[src/rtl/plot_scheduler_pkg.sv]
// plot_pkg: shared state encoding, requester indices and coordinate widths
package plot_pkg;
    localparam int X_W    = 8;
    localparam int Y_W    = 7;
    localparam int C_W    = 3;
    localparam int BALL   = 0;
    localparam int PADDLE = 1;
    localparam int BLOCK  = 2;
    typedef enum logic [2:0] {S_IDLE, S_ARB, S_ERASE, S_DRAW, S_FIN} state_t;
endpackage

[src/rtl/plot_scheduler_rect_scanner.sv]
// rect_scanner: walks a rectangle x-fastest, one registered pixel per clock, clipping off-screen pixels
module rect_scanner
    import plot_pkg::*;
#(
    parameter int MAX_X = 159,
    parameter int MAX_Y = 119
) (
    input  logic           clk,
    input  logic           resetn,
    input  logic           i_run,
    input  logic [X_W-1:0] i_base_x,
    input  logic [Y_W-1:0] i_base_y,
    input  logic [X_W-1:0] i_size_x,
    input  logic [Y_W-1:0] i_size_y,
    input  logic [C_W-1:0] i_colour,
    output logic           o_last,
    output logic [X_W-1:0] o_x,
    output logic [Y_W-1:0] o_y,
    output logic [C_W-1:0] o_colour,
    output logic           o_plot
);
    logic [X_W-1:0] r_cx, r_x;
    logic [Y_W-1:0] r_cy, r_y;
    logic [C_W-1:0] r_col;
    logic           r_plot;
    logic           w_end_x, w_end_y;
    logic [X_W:0]   w_px;
    logic [Y_W:0]   w_py;
    assign w_end_x  = r_cx == i_size_x - X_W'(1);
    assign w_end_y  = r_cy == i_size_y - Y_W'(1);
    assign o_last   = w_end_x && w_end_y;
    assign w_px     = {1'b0, i_base_x} + {1'b0, r_cx};
    assign w_py     = {1'b0, i_base_y} + {1'b0, r_cy};
    assign o_x      = r_x;
    assign o_y      = r_y;
    assign o_colour = r_col;
    assign o_plot   = r_plot;
    always_ff @(posedge clk or negedge resetn) begin
        if (!resetn) begin
            r_cx   <= '0;
            r_cy   <= '0;
            r_x    <= '0;
            r_y    <= '0;
            r_col  <= '0;
            r_plot <= 1'b0;
        end else begin
            r_cx   <= (!i_run || w_end_x) ? '0 : r_cx + X_W'(1);
            r_cy   <= (!i_run || o_last) ? '0 : (w_end_x ? r_cy + Y_W'(1) : r_cy);
            r_x    <= w_px[X_W-1:0];
            r_y    <= w_py[Y_W-1:0];
            r_col  <= i_colour;
            r_plot <= i_run && (w_px <= (X_W+1)'(MAX_X)) && (w_py <= (Y_W+1)'(MAX_Y));
        end
    end
endmodule

[src/rtl/plot_scheduler.sv]
// plot_scheduler: round-robin sharing of one VGA pixel port; erases old then draws new rectangle per request
module plot_scheduler
    import plot_pkg::*;
#(
    parameter int             N_REQ     = 3,
    parameter int             MAX_X     = 159,
    parameter int             MAX_Y     = 119,
    parameter logic [C_W-1:0] BG_COLOUR = 3'b000
) (
    input  logic                 clk,
    input  logic                 resetn,
    input  logic [N_REQ-1:0]     req,
    input  logic [X_W*N_REQ-1:0] req_new_x,
    input  logic [Y_W*N_REQ-1:0] req_new_y,
    input  logic [X_W*N_REQ-1:0] req_old_x,
    input  logic [Y_W*N_REQ-1:0] req_old_y,
    input  logic [X_W*N_REQ-1:0] req_size_x,
    input  logic [Y_W*N_REQ-1:0] req_size_y,
    input  logic [C_W*N_REQ-1:0] req_colour,
    output logic [N_REQ-1:0]     ack,
    output logic                 busy,
    output logic [X_W-1:0]       vga_x,
    output logic [Y_W-1:0]       vga_y,
    output logic [C_W-1:0]       vga_colour,
    output logic                 vga_plot
);
    localparam int IW = (N_REQ > 1) ? $clog2(N_REQ) : 1;
    state_t           r_state, w_next;
    logic [N_REQ-1:0] r_pend, w_clr;
    logic [X_W-1:0]   r_nx [N_REQ];
    logic [X_W-1:0]   r_ox [N_REQ];
    logic [X_W-1:0]   r_sx [N_REQ];
    logic [Y_W-1:0]   r_ny [N_REQ];
    logic [Y_W-1:0]   r_oy [N_REQ];
    logic [Y_W-1:0]   r_sy [N_REQ];
    logic [C_W-1:0]   r_col [N_REQ];
    logic [IW-1:0]    r_ptr, r_gnt, w_gnt, w_idx;
    logic [X_W-1:0]   r_wnx, r_wox, r_wsx;
    logic [Y_W-1:0]   r_wny, r_woy, r_wsy;
    logic [C_W-1:0]   r_wcol;
    logic             r_hold, w_run, w_last, w_any, w_zero, w_erase;
    assign w_any   = |(r_pend | req);
    assign w_zero  = (r_wsx == '0) || (r_wsy == '0);
    assign w_erase = r_state == S_ERASE;
    assign busy    = r_state != S_IDLE;
    // later k overwrite earlier ones, so the nearest pending slot after r_ptr wins
    always_comb begin
        w_gnt = r_ptr;
        w_idx = '0;
        for (int k = N_REQ; k >= 1; k--) begin
            w_idx = IW'((int'(r_ptr) + k) % N_REQ);
            if (r_pend[w_idx]) w_gnt = w_idx;
        end
    end
    always_comb begin
        w_clr        = '0;
        w_clr[w_gnt] = (r_state == S_ARB) && |r_pend;
    end
    always_comb begin
        ack        = '0;
        ack[r_gnt] = r_state == S_FIN;
    end
    // sizes are shared by both phases, so a zero size skips the whole erase+draw
    always_comb begin
        w_next = r_state;
        w_run  = 1'b0;
        case (r_state)
            S_IDLE:  w_next = w_any ? S_ARB : S_IDLE;
            S_ARB:   w_next = |r_pend ? S_ERASE : S_IDLE;
            S_ERASE: begin
                w_run  = !w_zero;
                w_next = w_zero ? S_FIN : (w_last ? S_DRAW : S_ERASE);
            end
            S_DRAW: begin
                w_run  = !r_hold;
                w_next = r_hold ? S_FIN : S_DRAW;
            end
            S_FIN:   w_next = w_any ? S_ARB : S_IDLE;
            default: w_next = S_IDLE;
        endcase
    end
    // a req always wins over the arbiter's clear; old coords are kept while a capture is still waiting
    always_ff @(posedge clk or negedge resetn) begin
        if (!resetn) begin
            r_pend <= '0;
            for (int i = 0; i < N_REQ; i++) begin
                r_nx[i]  <= '0;
                r_ox[i]  <= '0;
                r_sx[i]  <= '0;
                r_ny[i]  <= '0;
                r_oy[i]  <= '0;
                r_sy[i]  <= '0;
                r_col[i] <= '0;
            end
        end else begin
            r_pend <= (r_pend & ~w_clr) | req;
            for (int i = 0; i < N_REQ; i++) begin
                if (req[i]) begin
                    r_nx[i]  <= req_new_x[i*X_W +: X_W];
                    r_ny[i]  <= req_new_y[i*Y_W +: Y_W];
                    r_sx[i]  <= req_size_x[i*X_W +: X_W];
                    r_sy[i]  <= req_size_y[i*Y_W +: Y_W];
                    r_col[i] <= req_colour[i*C_W +: C_W];
                    if (!r_pend[i] || w_clr[i]) begin
                        r_ox[i] <= req_old_x[i*X_W +: X_W];
                        r_oy[i] <= req_old_y[i*Y_W +: Y_W];
                    end
                end
            end
        end
    end
    // r_hold keeps DRAW one extra cycle so the registered last pixel leaves the scanner
    always_ff @(posedge clk or negedge resetn) begin
        if (!resetn) begin
            r_state <= S_IDLE;
            r_ptr   <= '0;
            r_gnt   <= '0;
            r_hold  <= 1'b0;
            r_wnx   <= '0;
            r_wox   <= '0;
            r_wsx   <= '0;
            r_wny   <= '0;
            r_woy   <= '0;
            r_wsy   <= '0;
            r_wcol  <= '0;
        end else begin
            r_state <= w_next;
            r_hold  <= (r_state == S_DRAW) && (r_hold || (w_run && w_last));
            if (r_state == S_ARB) begin
                r_gnt  <= w_gnt;
                r_ptr  <= w_gnt;
                r_wnx  <= r_nx[w_gnt];
                r_wox  <= r_ox[w_gnt];
                r_wsx  <= r_sx[w_gnt];
                r_wny  <= r_ny[w_gnt];
                r_woy  <= r_oy[w_gnt];
                r_wsy  <= r_sy[w_gnt];
                r_wcol <= r_col[w_gnt];
            end
        end
    end
    rect_scanner #(
        .MAX_X(MAX_X),
        .MAX_Y(MAX_Y)
    ) u_scan (
        .clk      (clk),
        .resetn   (resetn),
        .i_run    (w_run),
        .i_base_x (w_erase ? r_wox : r_wnx),
        .i_base_y (w_erase ? r_woy : r_wny),
        .i_size_x (r_wsx),
        .i_size_y (r_wsy),
        .i_colour (w_erase ? BG_COLOUR : r_wcol),
        .o_last   (w_last),
        .o_x      (vga_x),
        .o_y      (vga_y),
        .o_colour (vga_colour),
        .o_plot   (vga_plot)
    );
endmodule

[config.mk]
export PLATFORM = sky130hd
export DESIGN_NAME = plot_scheduler
export DESIGN_NICKNAME = d
export VERILOG_FILES = /design/src/rtl/plot_scheduler_pkg.sv /design/src/rtl/plot_scheduler_rect_scanner.sv /design/src/rtl/plot_scheduler.sv
export SDC_FILE = /design/constraint.sdc
export NUM_CORES = 1
export LEC_CHECK = 0
export BUFFER_PORTS_ARGS = -buffer_cell sky130_fd_sc_hd__buf_2
export CAP_MARGIN = 20
export CORE_MARGIN = 10
export CORE_UTILIZATION = 40
export CTS_CLUSTER_DIAMETER = 30
export DETAILED_ROUTE_END_ITERATION = 12
export GPL_TIMING_DRIVEN = 1
export HOLD_SLACK_MARGIN = 0.1
export PLACE_DENSITY = 0.63
export SKIP_LAST_GASP = 1
export SYNTH_ARGS = -nofsm -noshare
export SYNTH_HDL_FRONTEND = slang
export SYNTH_SLANG_ARGS = --single-unit
[constraint.sdc]
create_clock -name clk -period 4.8 [get_ports clk]
set_input_delay 0.72 -clock clk [delete_from_list [all_inputs] [get_ports clk]]
set_output_delay 0.72 -clock clk [all_outputs]
set_load 0.05 [all_outputs]
==> results of run 1 <==
## cell families (layout without fill, tap and decap cells)
logic type,Yosys count,after routing,share of synthesized area (%)
AO/OA/AOI/OAI,156,156,9.818
XOR/XNOR,37,37,2.947
adder cells (fa/ha/maj),24,24,2.867
buffers and inverters,67,294,2.639
flip-flops,235,235,53.47
multiplexers,212,212,21.11
AND/OR/NAND/NOR,163,163,7.145
## metal layers
layer | global-route usage, % | vias to the layer above
met2 | 25.42 | 173
met3 | 4.211 | 49
met5 | 0 | -
met4 | 4.869 | 2
li1 | - | 3588
met1 | 19.63 | 3642
## cells in the mapped netlist (13+ instances only)
cell / instances / area share [%]
dfrtp_1: 235 / 53
mux2_2: 129 / 13
nand2_1: 68 / 2.3
o21ai_0: 59 / 2.7
mux2i_1: 52 / 4.7
a2bb2oi_1: 48 / 3.8
mux2_1: 31 / 3.2
nor2_1: 31 / 1.1
clkbuf_1: 27 / 0.92
xnor2_1: 26 / 2.1
ha_1: 22 / 2.5
a21oi_1: 15 / 0.68
inv_1: 15 / 0.51
buf_2: 13 / 0.59
## worst register-to-register path, stage by stage (launching register included)
cell and delay, ns:
dfrtp_1 0.43, nand2b_1 0.18, or2_2 0.51, mux2_2 0.32, ha_1 0.15, inv_1 0.06, fa_1 0.40, nor2b_1 0.12
o21ai_0 0.11, a21boi_0 0.26, o21ai_0 0.16, a21boi_0 0.26, o21bai_1 0.11, a221oi_1 0.27
## cell type report
cell class | count | area (µm²)
Timing Repair Buffer | 179 | 938.4
Inverter | 15 | 56.30
Multi-Input combinational cell | 592 | 4832
Clock inverter | 32 | 395.4
Sequential cell | 235 | 5881
Tap cell | 341 | 426.7
Fill cell | 2432 | 12980
Clock buffer | 68 | 1515
## report_power, final
group	switching [mW]	total, mW	leakage, nW	internal (mW)
Clock	1.16	3.77	0.919	2.61
Combinational	2.12	3.85	2.84	1.73
Sequential	0.398	2.96	2.87	2.56
## worst paths after layout
kind / startpoint / endpoint / slack (ns) / cells past startpoint
hold reg to reg: r_wcol[1] / r_wcol[1] / 0.46 / 2
setup / recovery: r_state[2] / u_scan.o_plot / 1.36 / 13
min in group clk: req_old_y[10] / r_oy[10] / 0.39 / 2
hold / removal: resetn / r_sx[10] / 0.25 / 1
setup reg to reg: r_state[2] / u_scan.o_plot / 1.36 / 13
max in group asynchronous: resetn / r_wny[1] / 3.50 / 2
## through the flow
stage          setup WS, ns  util [%]  hold slack (ns)
6_report              1.355     51.97           0.2459
5_1_grt               1.041     51.97           0.3247
4_1_cts               1.313     51.97           0.2971
3_5_place_dp          1.348     44.90           0.4619
3_3_place_gp          1.416     44.90           0.4540
2_1_floorplan         1.493         -           0.4244
## sequential cells by signal, summed over array words and instances, names as in the netlist, 8 cells and up
name and cells:
r_sy 21, r_ox 24, r_sx 24, r_ny 21, u_scan.r_cx 8, r_wox 8
r_col 9, r_wnx 8, r_wsx 8, u_scan.o_x 8, r_oy 21, r_nx 24
==> results.cfg, run 1 <==
[clock_tree]
cts.repair.resized = 0
numCtsBuffers = 54
cts-hold-fix-buffers = 0
cts_tree = built
clk_pin_slew_ns = 0.04
cts.sinks = 235
post_cts_buffers = 0
clk_path_buf_depth = 3
htree_levels = 2
clockRootBuffer = clkbuf_16
worst_skew_pair.late_latency_ns = 0.55

[placed_design]
dpl-instance-area_mm2 = 0.01213
place_congestion = 0.8575
dpl.cell_count = 1362
io_buffers = 171
dp_hpwl_um = 18830

[cells_and_area]
final_common_cell = dfrtp_1
layout_common_cells = 235 x dfrtp_1, 170 x buf_2, 129 x mux2_2
fin_cells = 1462
postLayoutCellArea_mm2 = 0.01404
finalNetCount = 1250
diodes = 0
syn_to_final_growth_pct = 27.70
drive_gt1_share_pct = 37.02

[logic_synthesis]
synth-async-reset-ratio_pct = 100.0
ys_types = 58
synth-edff-count = 0
syn_area_per_cell_um2 = 12.30
synth_warnings = 0
synth_ff_type = dfrtp_1
yosysSeqAreaShare_pct = 53.47
synth_area_mm2 = 0.01100
syn_nets = 1067
ys_ff_latch = 235
syn_inst = 894

[detailed_routing]
vias = 7454
via_per_inst = 5.098
drt_iter0_drc = 286
met3_length_um = 1555
met2_length_um = 13130
ant_nets = 0
drc_errors = 0
routed.top_layer = met5
dr.pass1.iters = 4
drt_wl_total_um = 26910
wirelength_met1_um = 11700
wl_per_cell_um = 18.40

[global_route]
antenna_found_initial = 1
grt_usage_pct = 15.56
overflow = 0
grt_max_degree = 115
grt_pass1_vias = 8060
grt_pass1_wl_um = 42720

[run_status]
status = finished clean

[critical_path]
crit_type = reg2reg
critical_path_buf_inv_count = 1
cp_data_arrival_time_ns = 3.88
cp.required_ns = 5.24
worst_path_largest_cell_delay_ns = 0.51
worstPathMaxFanout = 20
cp-end-kind = flop
start_kind = flop
crit_family = compound AO/OA/AOI/OAI gates
slowest_stage = or2_2
crit_chain = nand2b_1, or2_2, mux2_2, ha_1, inv_1, fa_1, nor2b_1, o21ai_0, a21boi_0, o21ai_0, a21boi_0, o21bai_1, a221oi_1

[timing]
setup_viol_count_final = 0
hold_viol = 0
fin_worst_skew_ns = 0.01161
slew_headroom_pct = 31.35
fmax_mhz = 290.3
fin_crit_sh_pct = 71.76
finalCriticalPeriod_ns = 3.445
drv_slew = 0
rsz0062_at_grt = false
worst_pin_slew_ns = 1.030
tns_ns = 0

[hold_path]
hp-class = in2async

[power]
power_leakage_nw = 6.622
peakVddDrop_v = 0.0003970
finalPower_mw = 10.58
powerDensity_mw_per_mm2 = 753.3

[floorplanning]
fp.dieArea_mm2 = 0.03453
rows = 60
start_util_pct = 40.69
fp.dieW_um = 185.8
core_area_mm2 = 0.02703
die_h_um = 185.8
ioPinCount = 172

[job]
max_cap_violations = 0
No activity file was read; power rests on OpenSTA's default activity.
==> run 2: changes to the inputs <==
Settings changed: ABC_AREA set to 1, PLACE_DENSITY 0.63 to 0.62.
Clock period 4.8 ns to 3.35 ns, I/O delays scaled along.
==> results.cfg, run 2 <==
[critical_path]
cp_data_arrival_time_ns = 3.29
cp.required_ns = 3.81
cp-end-kind = flop
crit_type = reg2reg
worstPathMaxFanout = 20
start_kind = flop

[timing]
drv_slew = 0
hold_viol = 0
tns_ns = 0
rsz0062_at_grt = false
slew_headroom_pct = 44.03
fmax_mhz = 352.9
setup_viol_count_final = 0
finalCriticalPeriod_ns = 2.834
fin_crit_sh_pct = 84.59
worst_pin_slew_ns = 0.8396
fin_worst_skew_ns = 0.01454

[detailed_routing]
wl_per_cell_um = 15.31
dr.pass1.iters = 5
drt_iter0_drc = 766
drt_wl_total_um = 33260
drc_errors = 0
ant_nets = 0
via_per_inst = 4.754
vias = 10325

[job]
max_cap_violations = 0

[logic_synthesis]
synth-edff-count = 0
syn_inst = 1570
synth_compound_area_share_pct = 2.441
synth_top_family_by_area = simple AND/OR/NAND/NOR gates
synth-async-reset-ratio_pct = 100.0
synthXorXnorAreaFrac_pct = 2.792
synth_warnings = 0
synth_common_cells = 811 x nand2_1, 235 x dfrtp_1, 109 x nand3_1
ys_ff_latch = 235
synthAdderAreaFrac_pct = 2.675
ys_types = 38
synth.area.mux_share_pct = 0
synth_area_mm2 = 0.01179
synthSimpleGateAreaFrac_pct = 36.42
syn_area_per_cell_um2 = 7.508
yosysTopAreaCellShare_pct = 49.89
yosysSeqAreaShare_pct = 49.89
synth_ff_type = dfrtp_1
syn_nets = 1743
synth_top_area_cell = dfrtp_1
synth.area.top_cells = dfrtp_1 50%, nand2_1 26%, nand3_1 4.6%
yosys.cell_count.top_type = nand2_1

[power]
power_leakage_nw = 8.275
peakVddDrop_v = 0.0006479
switchingPower_mw = 6.738
p_seq_share_pct = 26.1
power_frac_comb_pct = 41.7
p_int_mw = 9.099
netSwitchingFraction_pct = 42.55
p_clk_share_pct = 32.2
powerDensity_mw_per_mm2 = 1073

[floorplanning]
rows = 62
ioPinCount = 172
core_area_mm2 = 0.02886
die_h_um = 191.7
fp.dieArea_mm2 = 0.03674
start_util_pct = 40.85
fp.dieW_um = 191.7

[placed_design]
dpl.cell_count = 2080
dp_hpwl_um = 24660
place_congestion = 0.8655
io_buffers = 171

[clock_tree]
clk_path_buf_depth = 3
clk_pin_slew_ns = 0.05
cts.sinks = 235
htree_levels = 2
cts.repair.resized = 0
numCtsBuffers = 49
worst_skew_pair.late_latency_ns = 0.53
cts_tree = built
clockRootBuffer = clkbuf_16

[cells_and_area]
fin_cells = 2172
final_common_cell = nand2_1
layout_common_cells = 811 x nand2_1, 235 x dfrtp_1, 170 x buf_2
syn_to_final_growth_pct = 25.26
finalNetCount = 1921
diodes = 0
drive_gt1_share_pct = 16.83
reg.largest.list = r_nx: 24 flops, r_ox: 24 flops, r_sx: 24 flops

[run_status]
status = finished clean

[hold_path]
hp-class = in2reg

[global_route]
overflow = 0
antenna_found_initial = 0
grt_pass1_vias = 10430
grt_usage_pct = 18.15
grt_max_degree = 106
grt_pass1_wl_um = 54340
[run 2: changes by cell type after synthesis, sizes merged, moves of 8 or more]
cell and delta:
nand2 +752, o21ai -22, xor2 +12, clkbuf +8, mux2 -160, inv +74, nand3 +103, mux2i -52
and3 -11, a2bb2oi -48, xnor2 -14, nand4 +14, nor2 +74
[run 2: layer usage]
layer  GRT usage (%)  routed length, µm  vias to the layer above
met5               0                  0                        -
met4           4.748                608                        0
met3           3.373               1702                       45
met2           28.06              14990                      243
met1           25.59              15960                     4826
li1                -                  -                     5211
[run 2: layout make-up]
class                      instances  area [µm²]
clock inverter                    30       399.1
multi-input combinational       1177        5228
tap                              384       480.5
fill                            2832       14090
clock buffer                      61        1374
sequential                       235        5881
inverter                          92       345.3
timing repair buffer             193        1059
[run 2: path summary, 6_finish.rpt]
check,start,end,slack [ns],depth (start not counted)
max in group asynchronous,resetn,u_scan.r_cx[0],1.87,3
min reg2reg,r_nx[0],r_nx[0],0.47,2
max reg2reg,r_state[0],u_scan.o_plot,0.52,14
max,r_state[0],u_scan.o_plot,0.52,14
min,req_size_x[17],r_sx[1],0.18,3
min in group asynchronous,resetn,u_scan.o_colour[0],0.63,2
[run 2: what timing repair did]
item,in CTS,in global routing
endpoints found under the hold margin,70,0
buffers inserted,0,0
hold buffers,1,0
[run 2: logic make-up (layout without fill, tap and decap cells)]
| family | count (synthesis) | count (layout) |
|---|---|---|
| buffers and inverters | 158 | 376 |
| DFF | 235 | 235 |
| AOI/OAI and AO/OA | 53 | 53 |
| adders and majority gates | 24 | 24 |
| and+or+nand+nor | 1064 | 1064 |
| xor gates and xnor gates | 36 | 36 |
[run 2: per-stage QoR]
stage / total power, mW / hold WS, ns / util, % / area (µm²) / worst slack (ns)
floorplan: 9.106 / 0.2069 / - / 11790 / 0.8569
global placement: 10.65 / 0.4543 / 44.99 / 12980 / 0.6607
detailed placement: 10.76 / 0.4583 / 44.99 / 12980 / 0.5490
CTS: 15.94 / 0.1589 / 51.17 / 14770 / 0.5256
global route: 17.04 / 0.1661 / 51.17 / 14770 / 0.2038
finish: 15.84 / 0.1751 / 51.17 / 14770 / 0.5163
[run 2: worst max-delay path, cell delays in order (launching register included)]
cell and delay (ns):
dfrtp_1 0.41, nor3_2 0.19, buf_4 0.22, inv_1 0.28, o21ai_0 0.35, inv_1 0.11, fa_1 0.44, inv_1 0.09
nand4_1 0.10, nand3_1 0.13, xor2_1 0.19, nand2_1 0.07, nand2_1 0.06, nand2_1 0.05, nor2_1 0.08
[run 2: power by group through the flow]
stage	clock network, mW	registers (mW)	logic (mW)
2_1_floorplan	0	4.36	4.74
3_3_place_gp	0	4.16	6.49
3_5_place_dp	0	4.18	6.58
4_1_cts	5.16	4.14	6.64
5_1_grt	5.30	4.24	7.51
6_report	5.10	4.14	6.60
==> run 3: changes to the inputs <==
Settings changed: ABC_AREA 1 to 0, PLACE_DENSITY 0.62 to 0.65.
Clock period 3.35 ns to 2.4 ns, I/O delays scaled along.
==> results.cfg, run 3 (synthesis gave the netlist of run 1 again) <==
[critical_path]
rrSetupSlack_ns = -0.40
cp.required_ns = 2.85
cp_data_arrival_time_ns = 3.24
cp-end-kind = flop
start_kind = flop
crit_type = reg2reg
worstPathMaxFanout = 8

[detailed_routing]
drc_errors = 0
drt_wl_total_um = 36530
wl_per_cell_um = 21.07
vias = 8967
drt_iter0_drc = 400
dr.pass1.iters = 4
ant_nets = 0
via_per_inst = 5.171

[cells_and_area]
multiInputGateArea_mm2 = 0.006070
reg.largest.list = r_nx: 24 flops, r_ox: 24 flops, r_sx: 24 flops
final_common_cell = dfrtp_1
syn_to_final_growth_pct = 66.48
layout_common_cells = 235 x dfrtp_1, 170 x buf_2, 145 x dlygate4sd3_1
fillCellCount = 1811
finalNetCount = 1517
fin_cells = 1734
fin_util_pct = 67.75
seq_area_mm2 = 0.005881
diodes = 0
drive_gt1_share_pct = 50.97

[power]
powerDensity_mw_per_mm2 = 1657
peakVddDrop_v = 0.001134
power_leakage_nw = 8.401

[global_route]
grt_pass1_wl_um = 56570
grt_usage_pct = 20.94
grt_max_degree = 99
grt_pass1_vias = 10058
antenna_found_initial = 0
overflow = 0

[floorplanning]
fp.dieArea_mm2 = 0.03453
fp.dieW_um = 185.8
ioPinCount = 172
start_util_pct = 40.69
rows = 60
die_h_um = 185.8
core_area_mm2 = 0.02703

[placed_design]
io_buffers = 171
place_congestion = 0.8300
dp_hpwl_um = 20270
dpl.cell_count = 1430

[timing]
finalCriticalPeriod_ns = 2.798
whs_ns = 0.2980
hold_viol = 0
drv_slew = 0
fin_worst_skew_ns = 0.03037
fmax_mhz = 357.4
slew_headroom_pct = 64.85
fin_crit_sh_pct = 116.6
setup_viol_count_final = 99
worst_pin_slew_ns = 0.5273
tns_ns = -25.67
fin_ws_ns = -0.3979
rsz0062_at_grt = true

[run_status]
violations = setup timing
status = complete, but fails checks

[clock_tree]
clk_path_buf_depth = 3
worst_skew_pair.late_latency_ns = 0.56
numCtsBuffers = 58
htree_levels = 2
clk_pin_slew_ns = 0.05
cts_tree = built
clockRootBuffer = clkbuf_16
cts.sinks = 235

[hold_path]
hp-class = in2reg

[job]
max_cap_violations = 0
-- run 3: cell count changes in the layout (fill, tap and decap cells not counted), moves of 72 or more --
cell           previous run  this run
dlygate4sd3_1             1       145
nor2_1                  100        28
mux2_2                    0       118
inv_1                    87        12
nand3_1                 109         7
nand2_1                 811        67
-- run 3: report_power, final --
| part | leakage, nW | internal (mW) | switching [mW] |
|---|---|---|---|
| Sequential | 2.87 | 5.13 | 0.940 |
| Combinational | 4.54 | 8.91 | 7.17 |
| Clock | 0.997 | 5.73 | 2.46 |
| Total | 8.40 | 19.8 | 10.6 |
-- run 3: cell type report --
type | instances | share of cell area (%)
clock inverter | 36 | 2.487
sequential | 235 | 32.12
clock buffer | 73 | 8.897
multi-input combinational | 592 | 33.15
timing repair buffer | 442 | 20.71
tap | 341 | 2.330
inverter | 15 | 0.3075
-- run 3: path summary, 6_finish.rpt --
check	from	end	depth (start not counted)
setup / recovery	r_state[2]	u_scan.o_plot	11
hold / removal	req[2]	r_pend[2]	2
hold reg to reg	r_wcol[1]	u_scan.o_colour[1]	1
max in group asynchronous	resetn	r_woy[4]	3
setup reg to reg	r_state[2]	u_scan.o_plot	11
min in group asynchronous	resetn	r_sx[9]	2
-- run 3: routing by layer --
metal  GRT usage [%]  wire length [µm]  up-vias
li1                -                 -     4137
met1           25.39             14920     4511
met2           35.54             18730      244
met3           4.738              1833       75
met4           7.868              1053        0
met5               0                 0        -
-- run 3: critical path, stage by stage, from the launching register on --
cell and delay, ns:
dfrtp_1 0.38, nand2b_4 0.15, or2_4 0.29, mux2_2 0.31, ha_1 0.27, a21o_1 0.15, a21o_1 0.21, a211oi_2 0.24
o21ai_1 0.09, a21oi_1 0.18, xnor2_1 0.12, a221oi_1 0.29
-- run 3: per-stage QoR --
stage / power (mW) / instance area (µm²) / worst slack [ns]
3_3_place_gp: 15.30 / 12920 / -0.3131
3_5_place_dp: 15.45 / 12920 / -0.3608
4_1_cts: 29.10 / 17910 / -0.3502
5_1_grt: 31.66 / 18310 / -0.4957
2_1_floorplan: 12.42 / 11210 / -0.4307
6_report: 30.34 / 18310 / -0.3979
-- run 3: timing repair --
item                                   in CTS  in global routing
setup endpoints to repair                 112                120
gates resized for setup                   218                 76
pin swaps                                  49                 33
gates cloned                               12                  0
endpoints found under the hold margin     201                  0
buffers inserted                           42                  9
hold buffers                              145                  0
